<file path="src/rtl/fetch_pkg.sv">
// Shared types and constants for the instruction fetch unit.
package fetch_pkg;

  // First fetch address after reset unless the instance overrides it.
  localparam logic [31:0] RESET_PC_DEFAULT = 32'h0000_0000;

  // Instruction buffer entries; the buffer hardware is built for exactly two.
  localparam int FETCH_DEPTH = 2;

  // Fetch sequencer states.
  //   ST_IDLE  : one cycle after reset, no request
  //   ST_FETCH : request presented when the buffer has room
  //   ST_WAIT  : request held until the memory returns the word
  //   ST_DROP  : a redirect orphaned the in-flight request; its response is discarded
  typedef enum logic [1:0] {
    ST_IDLE  = 2'd0,
    ST_FETCH = 2'd1,
    ST_WAIT  = 2'd2,
    ST_DROP  = 2'd3
  } fetch_state_e;

  // One buffered instruction and the address it was fetched from.
  typedef struct packed {
    logic [31:0] pc;
    logic [31:0] instr;
  } fetch_entry_t;

  // Force a byte address onto a word boundary.
  function automatic logic [31:0] word_align(input logic [31:0] addr);
    return {addr[31:2], 2'b00};
  endfunction

endpackage

</file>
<file path="src/rtl/fetch_fifo.sv">
// Two-entry instruction buffer with a registered head.
// The head entry and its pc+4 link value come straight from flops so decode
// sees a clean, stable word. Flush wins over push and pop in the same cycle;
// push and pop together on a full buffer both take effect.
module fetch_fifo
  import fetch_pkg::*;
(
  input  logic         clk,
  input  logic         rst,
  input  logic         flush,
  input  logic         push,
  input  fetch_entry_t push_entry,
  input  logic         pop,
  output logic         head_valid,
  output fetch_entry_t head_entry,
  output logic [31:0]  head_pc4,
  output logic [1:0]   count
);

  fetch_entry_t head_q;
  fetch_entry_t tail_q;
  logic [31:0]  head_pc4_q;
  logic [1:0]   count_q;
  logic         do_pop;
  logic         do_push;

  assign do_pop  = pop && (count_q != 2'd0);
  assign do_push = push && ((count_q != 2'd2) || do_pop);

  // Buffer storage and occupancy; entries shift toward the head on pop.
  always_ff @(posedge clk or posedge rst) begin
    if (rst) begin
      head_q     <= '0;
      tail_q     <= '0;
      head_pc4_q <= '0;
      count_q    <= 2'd0;
    end else if (flush) begin
      count_q <= 2'd0;
    end else begin
      case ({do_push, do_pop})
        2'b11: begin
          if (count_q == 2'd1) begin
            head_q     <= push_entry;
            head_pc4_q <= push_entry.pc + 32'd4;
          end else begin
            head_q     <= tail_q;
            head_pc4_q <= tail_q.pc + 32'd4;
            tail_q     <= push_entry;
          end
        end
        2'b01: begin
          head_q     <= tail_q;
          head_pc4_q <= tail_q.pc + 32'd4;
          count_q    <= count_q - 2'd1;
        end
        2'b10: begin
          if (count_q == 2'd0) begin
            head_q     <= push_entry;
            head_pc4_q <= push_entry.pc + 32'd4;
          end else begin
            tail_q <= push_entry;
          end
          count_q <= count_q + 2'd1;
        end
        default: ;
      endcase
    end
  end

  assign head_valid = (count_q != 2'd0);
  assign head_entry = head_q;
  assign head_pc4   = head_pc4_q;
  assign count      = count_q;

endmodule

</file>
<file path="src/rtl/fetch_unit.sv">
// Instruction fetch unit: sequential PC, one outstanding memory request,
// two-entry instruction buffer toward decode, redirect with flush.
//
// Handshakes:
//   imem_req/imem_rvalid : at most one request in flight. imem_req and
//     imem_addr stay constant from the first request cycle until the cycle
//     imem_rvalid is seen (inclusive). After a redirect the orphaned request
//     is tracked internally (ST_DROP) with imem_req low, and its single
//     response is discarded.
//   instr_valid/instr_ready : the head moves when both are high on a rising
//     edge; while instr_valid && !instr_ready the head is held unchanged.
module fetch_unit
  import fetch_pkg::*;
#(
  parameter logic [31:0] RESET_PC = RESET_PC_DEFAULT,
  parameter int          DEPTH    = FETCH_DEPTH
) (
  input  logic         clk,
  input  logic         rst,
  output logic         imem_req,
  output logic [31:0]  imem_addr,
  input  logic         imem_rvalid,
  input  logic [31:0]  imem_rdata,
  input  logic         redirect,
  input  logic [31:0]  redirect_pc,
  output logic         instr_valid,
  input  logic         instr_ready,
  output logic [31:0]  instr,
  output logic [31:0]  instr_pc,
  output logic [31:0]  instr_pc4,
  output fetch_state_e state_dbg
);

  fetch_state_e state_q;
  fetch_state_e state_d;
  logic [31:0]  fetch_pc_q;
  logic [31:0]  fetch_pc_d;
  logic [1:0]   buf_count;
  logic         outstanding;
  logic [2:0]   in_flight;
  logic         room;
  logic         push;
  logic         pop;
  logic         flush;
  fetch_entry_t push_entry;
  fetch_entry_t head_entry;

  // A request counts against the buffer from issue until its response.
  assign outstanding = (state_q == ST_WAIT) || (state_q == ST_DROP);
  assign in_flight   = {1'b0, buf_count} + {2'b00, outstanding};
  assign room        = (in_flight < 3'(DEPTH));

  // State and fetch address registers.
  always_ff @(posedge clk or posedge rst) begin
    if (rst) begin
      state_q    <= ST_IDLE;
      fetch_pc_q <= RESET_PC;
    end else begin
      state_q    <= state_d;
      fetch_pc_q <= fetch_pc_d;
    end
  end

  // Next state, next fetch address, memory request and buffer controls.
  always_comb begin
    state_d    = state_q;
    fetch_pc_d = fetch_pc_q;
    imem_req   = 1'b0;
    push       = 1'b0;
    flush      = 1'b0;
    case (state_q)
      ST_IDLE: begin
        state_d = ST_FETCH;
        if (redirect) begin
          flush      = 1'b1;
          fetch_pc_d = word_align(redirect_pc);
        end
      end
      ST_FETCH: begin
        imem_req = room;
        if (redirect) begin
          // A request presented this cycle is already with the memory.
          flush      = 1'b1;
          fetch_pc_d = word_align(redirect_pc);
          state_d    = room ? ST_DROP : ST_FETCH;
        end else if (room) begin
          state_d = ST_WAIT;
        end
      end
      ST_WAIT: begin
        imem_req = 1'b1;
        if (redirect) begin
          flush      = 1'b1;
          fetch_pc_d = word_align(redirect_pc);
          // A word returning with the redirect belongs to the old path.
          state_d    = imem_rvalid ? ST_FETCH : ST_DROP;
        end else if (imem_rvalid) begin
          push       = 1'b1;
          fetch_pc_d = fetch_pc_q + 32'd4;
          state_d    = ST_FETCH;
        end
      end
      ST_DROP: begin
        // The buffer is already empty; only the newest target matters.
        if (redirect) begin
          fetch_pc_d = word_align(redirect_pc);
        end
        if (imem_rvalid) begin
          state_d = ST_FETCH;
        end
      end
      default: state_d = ST_IDLE;
    endcase
  end

  assign push_entry = '{pc: fetch_pc_q, instr: imem_rdata};
  assign pop        = instr_valid && instr_ready;
  assign imem_addr  = fetch_pc_q;
  assign state_dbg  = state_q;

  fetch_fifo u_fifo (
    .clk        (clk),
    .rst        (rst),
    .flush      (flush),
    .push       (push),
    .push_entry (push_entry),
    .pop        (pop),
    .head_valid (instr_valid),
    .head_entry (head_entry),
    .head_pc4   (instr_pc4),
    .count      (buf_count)
  );

  assign instr    = head_entry.instr;
  assign instr_pc = head_entry.pc;

endmodule

</file>
<file path="config.mk">
export PLATFORM = sky130hd
export DESIGN_NAME = fetch_unit
export DESIGN_NICKNAME = d
export VERILOG_FILES = /design/src/rtl/fetch_pkg.sv /design/src/rtl/fetch_fifo.sv /design/src/rtl/fetch_unit.sv
export SDC_FILE = /design/constraint.sdc
export NUM_CORES = 1
export LEC_CHECK = 0
export CAP_MARGIN = 20
export CORE_MARGIN = 10
export CORE_UTILIZATION = 40
export CTS_BUF_LIST = sky130_fd_sc_hd__clkbuf_4 sky130_fd_sc_hd__clkbuf_8 sky130_fd_sc_hd__clkbuf_16
export CTS_CLUSTER_SIZE = 28
export DETAILED_ROUTE_END_ITERATION = 7
export DONT_BUFFER_PORTS = 1
export PLACE_DENSITY_LB_ADDON = 0.12
export SLEW_MARGIN = 5
export SYNTH_ARGS = -nofsm -noshare
export SYNTH_HDL_FRONTEND = slang
export SYNTH_HIERARCHICAL = 1
export SYNTH_SLANG_ARGS = --single-unit
</file>
<file path="constraint.sdc">
create_clock -name clk -period 9.31 [get_ports clk]
set_input_delay 1.862 -clock clk [delete_from_list [all_inputs] [get_ports clk]]
set_output_delay 1.862 -clock clk [all_outputs]
set_load 0.05 [all_outputs]
</file>
==> implementation parameters <==
Parameter                              Value

Status
  Run status    completed

Detailed routing
  Via Count    roughly 7.7k
  Number of DRC violations after detailed-routing iteration 0    571
  DRC viols    0
  Average wire length per cell after detail routing    21.6 um
  Vias per inst    5.66
  Total detailed-routing wirelength    just under 30000 um
  Final antenna-violating net count    0
  DR pass1 iterations    5

Floorplan
  Placeable Area    about 25000 um2
  I/O pin count    approximately 200
  Floorplan row count    57
  Die area    between 30000 and 40000 um2
  Starting utilization of the core area    approximately two fifths
  Die Height    between 150 and 200 um
  Die span in x    178 um

Setup path
  Minimum setup slack among reg-to-reg paths    roughly 5.4 ns
  Sort of element at the start of the critical path    flip-flop
  Worst Path Arrival    ~3.1 ns
  Ordered cell list for the critical path    inv_1 -> ha_1 -> or2_2 -> a21oi_1 -> a21oi_1 -> nor2b_1
  Cell at the slowest stage of the critical path    sky130_fd_sc_hd__nor2b_1
  Start of the worst register-to-register path    state_dbg[1]$_DFFE_PP0P_
  Number of buffer and inverter stages on the critical path    1
  Dominant cell type by count on the critical path    sky130_fd_sc_hd__a21oi_1
  Depth of the worst register-to-register path    8
  End of the worst register-to-register path    u_fifo/head_pc4[23]$_DFFE_PP0P_
  Required time worst endpoint    7.45 ns
  Critical path fanouts, max    7
  Largest delay share family, worst path    simple AND/OR/NAND/NOR gates
  Setup crit end kind    primary output
  CP Class    reg2out
  Largest incremental delay on the critical path    approximately 0.74 ns

STA
  RSZ-0062 raised after global routing    no
  Sum Neg Setup Slack    0 ns
  Final count of hold timing violations    0
  Final worst slack    4.32 ns
  Max-slew violations    0
  Post-route worst hold slack    between 0.5 and 0.6 ns
  Setup-failing EPs final    0
  Measured slew at the worst slew-check pin    1.06 ns
  Clock skew after layout    0.0126 ns
  Share of the clock period used by the worst path    53.6%
  Relative slew margins    between 20 and 30%
  Post-route minimum period    between 4 and 5 ns
  Upper clock frequency limit    roughly 200 MHz

Global route
  Wire length of the first global-routing pass    about 45000 um
  Via count of the first global-routing pass    approximately 7.5k
  Combined global-route utilization of all metal layers    18.1%
  Aggregate global routing overflow    0
  Maximum number of pins on one net before global-route repair    100
  Initial antenna violation count    0

Clocking
  CTS root buffer    sky130_fd_sc_hd__clkbuf_16
  PostCTS Resize Cnt    0
  Number of sinks driven by the clock tree    roughly 190
  Clock-pin slew reported for the worst setup and hold paths after clock tree synthesis    roughly 0.070 ns
  H-tree Lvls    4
  Post-cts hold buffer count    0
  Clk_lat worst skew    about 0.44 ns
  Maximum buffer depth of the clock tree    2
  Number of setup buffers added after CTS    0
  Total clock buffers created by CTS    17
  CTS tree    built

Logic synthesis
  Synth Warn #    6
  Synth unique cells    60
  Flip-flop and latch count after synthesis    roughly 190
  Yosys top cell by area    sky130_fd_sc_hd__dfrtp_1
  Post-synth design cell area    10000 um2
  Number of flops mapped to enable cells by yosys    0
  Sequential area share after synthesis    47.8%
  Share of synthesized registers carrying an async set or reset    100%
  Mux share of post-synthesis cell area    10.4%
  Share of the synthesized area in compound gates (AO/OA/AOI/OAI)    approximately an eighth
  Gate count of the mapped netlist    about 1.1k
  Largest cells by area after synthesis    sky130_fd_sc_hd__dfrtp_1 48%, sky130_fd_sc_hd__nand2_1 6.9%, sky130_fd_sc_hd__mux2_2 6.8%
  Post-synthesis share of cell area spent on full adders, half adders and majority gates    1.37%
  Dominant combinational cell family by area after synthesis    simple AND/OR/NAND/NOR gates
  Top cell type's share of synthesized area    a little under half
  Most used flip-flop cell after synthesis    sky130_fd_sc_hd__dfrtp_1
  Share of the synthesized netlist area taken by xor and xnor gates    under 10%
  Average footprint of a synthesized cell    roughly 9.5 um2
  Simple logic cell fraction of the synthesized area    between 10% and 20%

Final layout
  Fraction of layout cells with a size suffix above 1    between 10% and 20%
  Antenna diode instance count    0
  Net total in the final layout    1099
  Utilization of the core after routing    44.3%
  Layout-stage area growth over the synthesis result    8.23%

Pwr
  Internal power contribution    1.75 mW
  Combinational Power Share    20.4%
  Max IR drop VDD    approximately 0.12 mV
  Clock power share    21.2%
  Switching pwr    roughly 1.7 mW
  Leakage power total    roughly 4.4 nW
  Switch share    approximately 49%
  Sequential Power Share    just under 60%
  Ratio of total power to cell area    ~320 nW/um2

Placed design
  Port Buf Inserts    0
  HPWL after DPL    around 20000 um
  Routability congestion estimate    ~0.85
  Post-place setup slack    4.41 ns

Hold path
  Min-delay src    u_fifo/tail_q[33]$_DFFE_PP0P_
  Worst Hold End    u_fifo/tail_q[33]$_DFFE_PP0P_
  Worst hold path cell count    1
  Type of the most critical hold path    reg2reg

Job
  Max_cap viols    0
==> power by group through the flow <==
| stage | sequential [mW] | clock (mW) | combinational, mW |
|---|---|---|---|
| 2_1_floorplan | 1.92 | 0 | 0.598 |
| 3_3_place_gp | 2.05 | 0 | 0.697 |
| 3_5_place_dp | 2.05 | 0 | 0.710 |
| 4_1_cts | 2.03 | 0.753 | 0.713 |
| 5_1_grt | 2.07 | 0.793 | 0.794 |
| 6_report | 2.02 | 0.731 | 0.704 |
==> worst reg2reg max path, stage by stage, from the launching register on <==
cell and delay [ns]:
sky130_fd_sc_hd__dfrtp_1 0.76, sky130_fd_sc_hd__ha_1 0.40, sky130_fd_sc_hd__and3_1 0.41, sky130_fd_sc_hd__nand3b_1 0.21, sky130_fd_sc_hd__a21o_2 0.25, sky130_fd_sc_hd__buf_4 0.38, sky130_fd_sc_hd__a21oi_1 0.82, sky130_fd_sc_hd__o21ai_0 0.35
sky130_fd_sc_hd__o311ai_0 0.19
==> layout make-up <==
type	instances	area (um2)
tap	324	405
clock buffer	18	439
timing repair buffer	12	103
fill	2418	13700
multi-input combinational	775	4900
sequential	192	4800
inverter	21	83.8
clock inverter	14	140
==> synthesized netlist by cell type (22+ instances only) <==
cell and instances:
sky130_fd_sc_hd__o21ai_0 70, sky130_fd_sc_hd__mux2i_1 36, sky130_fd_sc_hd__nor3_1 22, sky130_fd_sc_hd__a31oi_1 38, sky130_fd_sc_hd__mux2_2 61, sky130_fd_sc_hd__clkbuf_1 45, sky130_fd_sc_hd__dfrtp_1 192, sky130_fd_sc_hd__xnor2_1 36
sky130_fd_sc_hd__nand4_1 37, sky130_fd_sc_hd__nand3_1 23, sky130_fd_sc_hd__xor2_1 22, sky130_fd_sc_hd__nor2_1 78, sky130_fd_sc_hd__nand2_1 185
==> stage by stage <==
stage          area, um2  power (mW)  cells
2_1_floorplan      10100        2.52   1062
3_3_place_gp       10300        2.74   1323
3_5_place_dp       10300        2.76   1324
4_1_cts            10900        3.50   1356
5_1_grt            10900        3.66   1356
6_report           10900        3.46   1356
==> registers in the layout (all words and copies together) (netlist names) <==
name and cells:
imem_addr 30, state_dbg 2, u_fifo/count 2, u_fifo/head_entry 64, u_fifo/head_pc4 30, u_fifo/tail_q 64
==> kinds of logic (layout without fill, tap and decap cells) <==
family	count (synthesis)	after routing
other	1	6
muxes	97	97
DFF	192	192
xor gates and xnor gates	59	59
adders and majority gates	11	11
AOI/OAI and AO/OA	187	187
buffers and inverters	95	65
and+or+nand+nor	415	415
==> worst max-delay path by stage <==
stage / from / endpoint / slack, ns / cells past startpoint
2_1_floorplan: rst / u_fifo/count[0]$_DFFE_PP0P_ / 3.13 / 1
3_3_place_gp: redirect / u_fifo/head_pc4[23]$_DFFE_PP0P_ / 4.42 / 8
3_5_place_dp: redirect / u_fifo/head_pc4[23]$_DFFE_PP0P_ / 4.41 / 8
4_1_cts: state_dbg[0]$_DFFE_PP0P_ / imem_req / 4.30 / 6
5_1_grt: state_dbg[0]$_DFFE_PP0P_ / imem_req / 4.12 / 6
6_report: state_dbg[0]$_DFFE_PP0P_ / imem_req / 4.32 / 6
==> metal layers <==
metal  part of all wire, %  GRT usage, %  vias to the layer above
met3                   8.8          6.64                       30
met1                    45          23.8                     3698
li1                      -             -                     3680
met4                   2.0          5.55                        0
met2                    44          27.2                      265
met5                     0             0                        -
==> placed cells by master, fill, tap and decap left out, types with 17 or more instances in the layout <==
master                      netlist  final
sky130_fd_sc_hd__nor4_1          21     21
sky130_fd_sc_hd__clkbuf_16        0     17
sky130_fd_sc_hd__mux2i_1         36     36
sky130_fd_sc_hd__a21oi_1         21     20
sky130_fd_sc_hd__xor2_1          22     22
sky130_fd_sc_hd__nand4_1         37     37
sky130_fd_sc_hd__o21ai_0         70     70
sky130_fd_sc_hd__inv_1           21     20
sky130_fd_sc_hd__dfrtp_1        192    192
sky130_fd_sc_hd__nor3_1          22     22
sky130_fd_sc_hd__xnor2_1         36     36
sky130_fd_sc_hd__nand2_1        185    184
sky130_fd_sc_hd__nor2_1          78     78
sky130_fd_sc_hd__nand3_1         23     22
sky130_fd_sc_hd__a31oi_1         38     38
sky130_fd_sc_hd__mux2_2          61     61
Power figures use the tool's default switching activity.
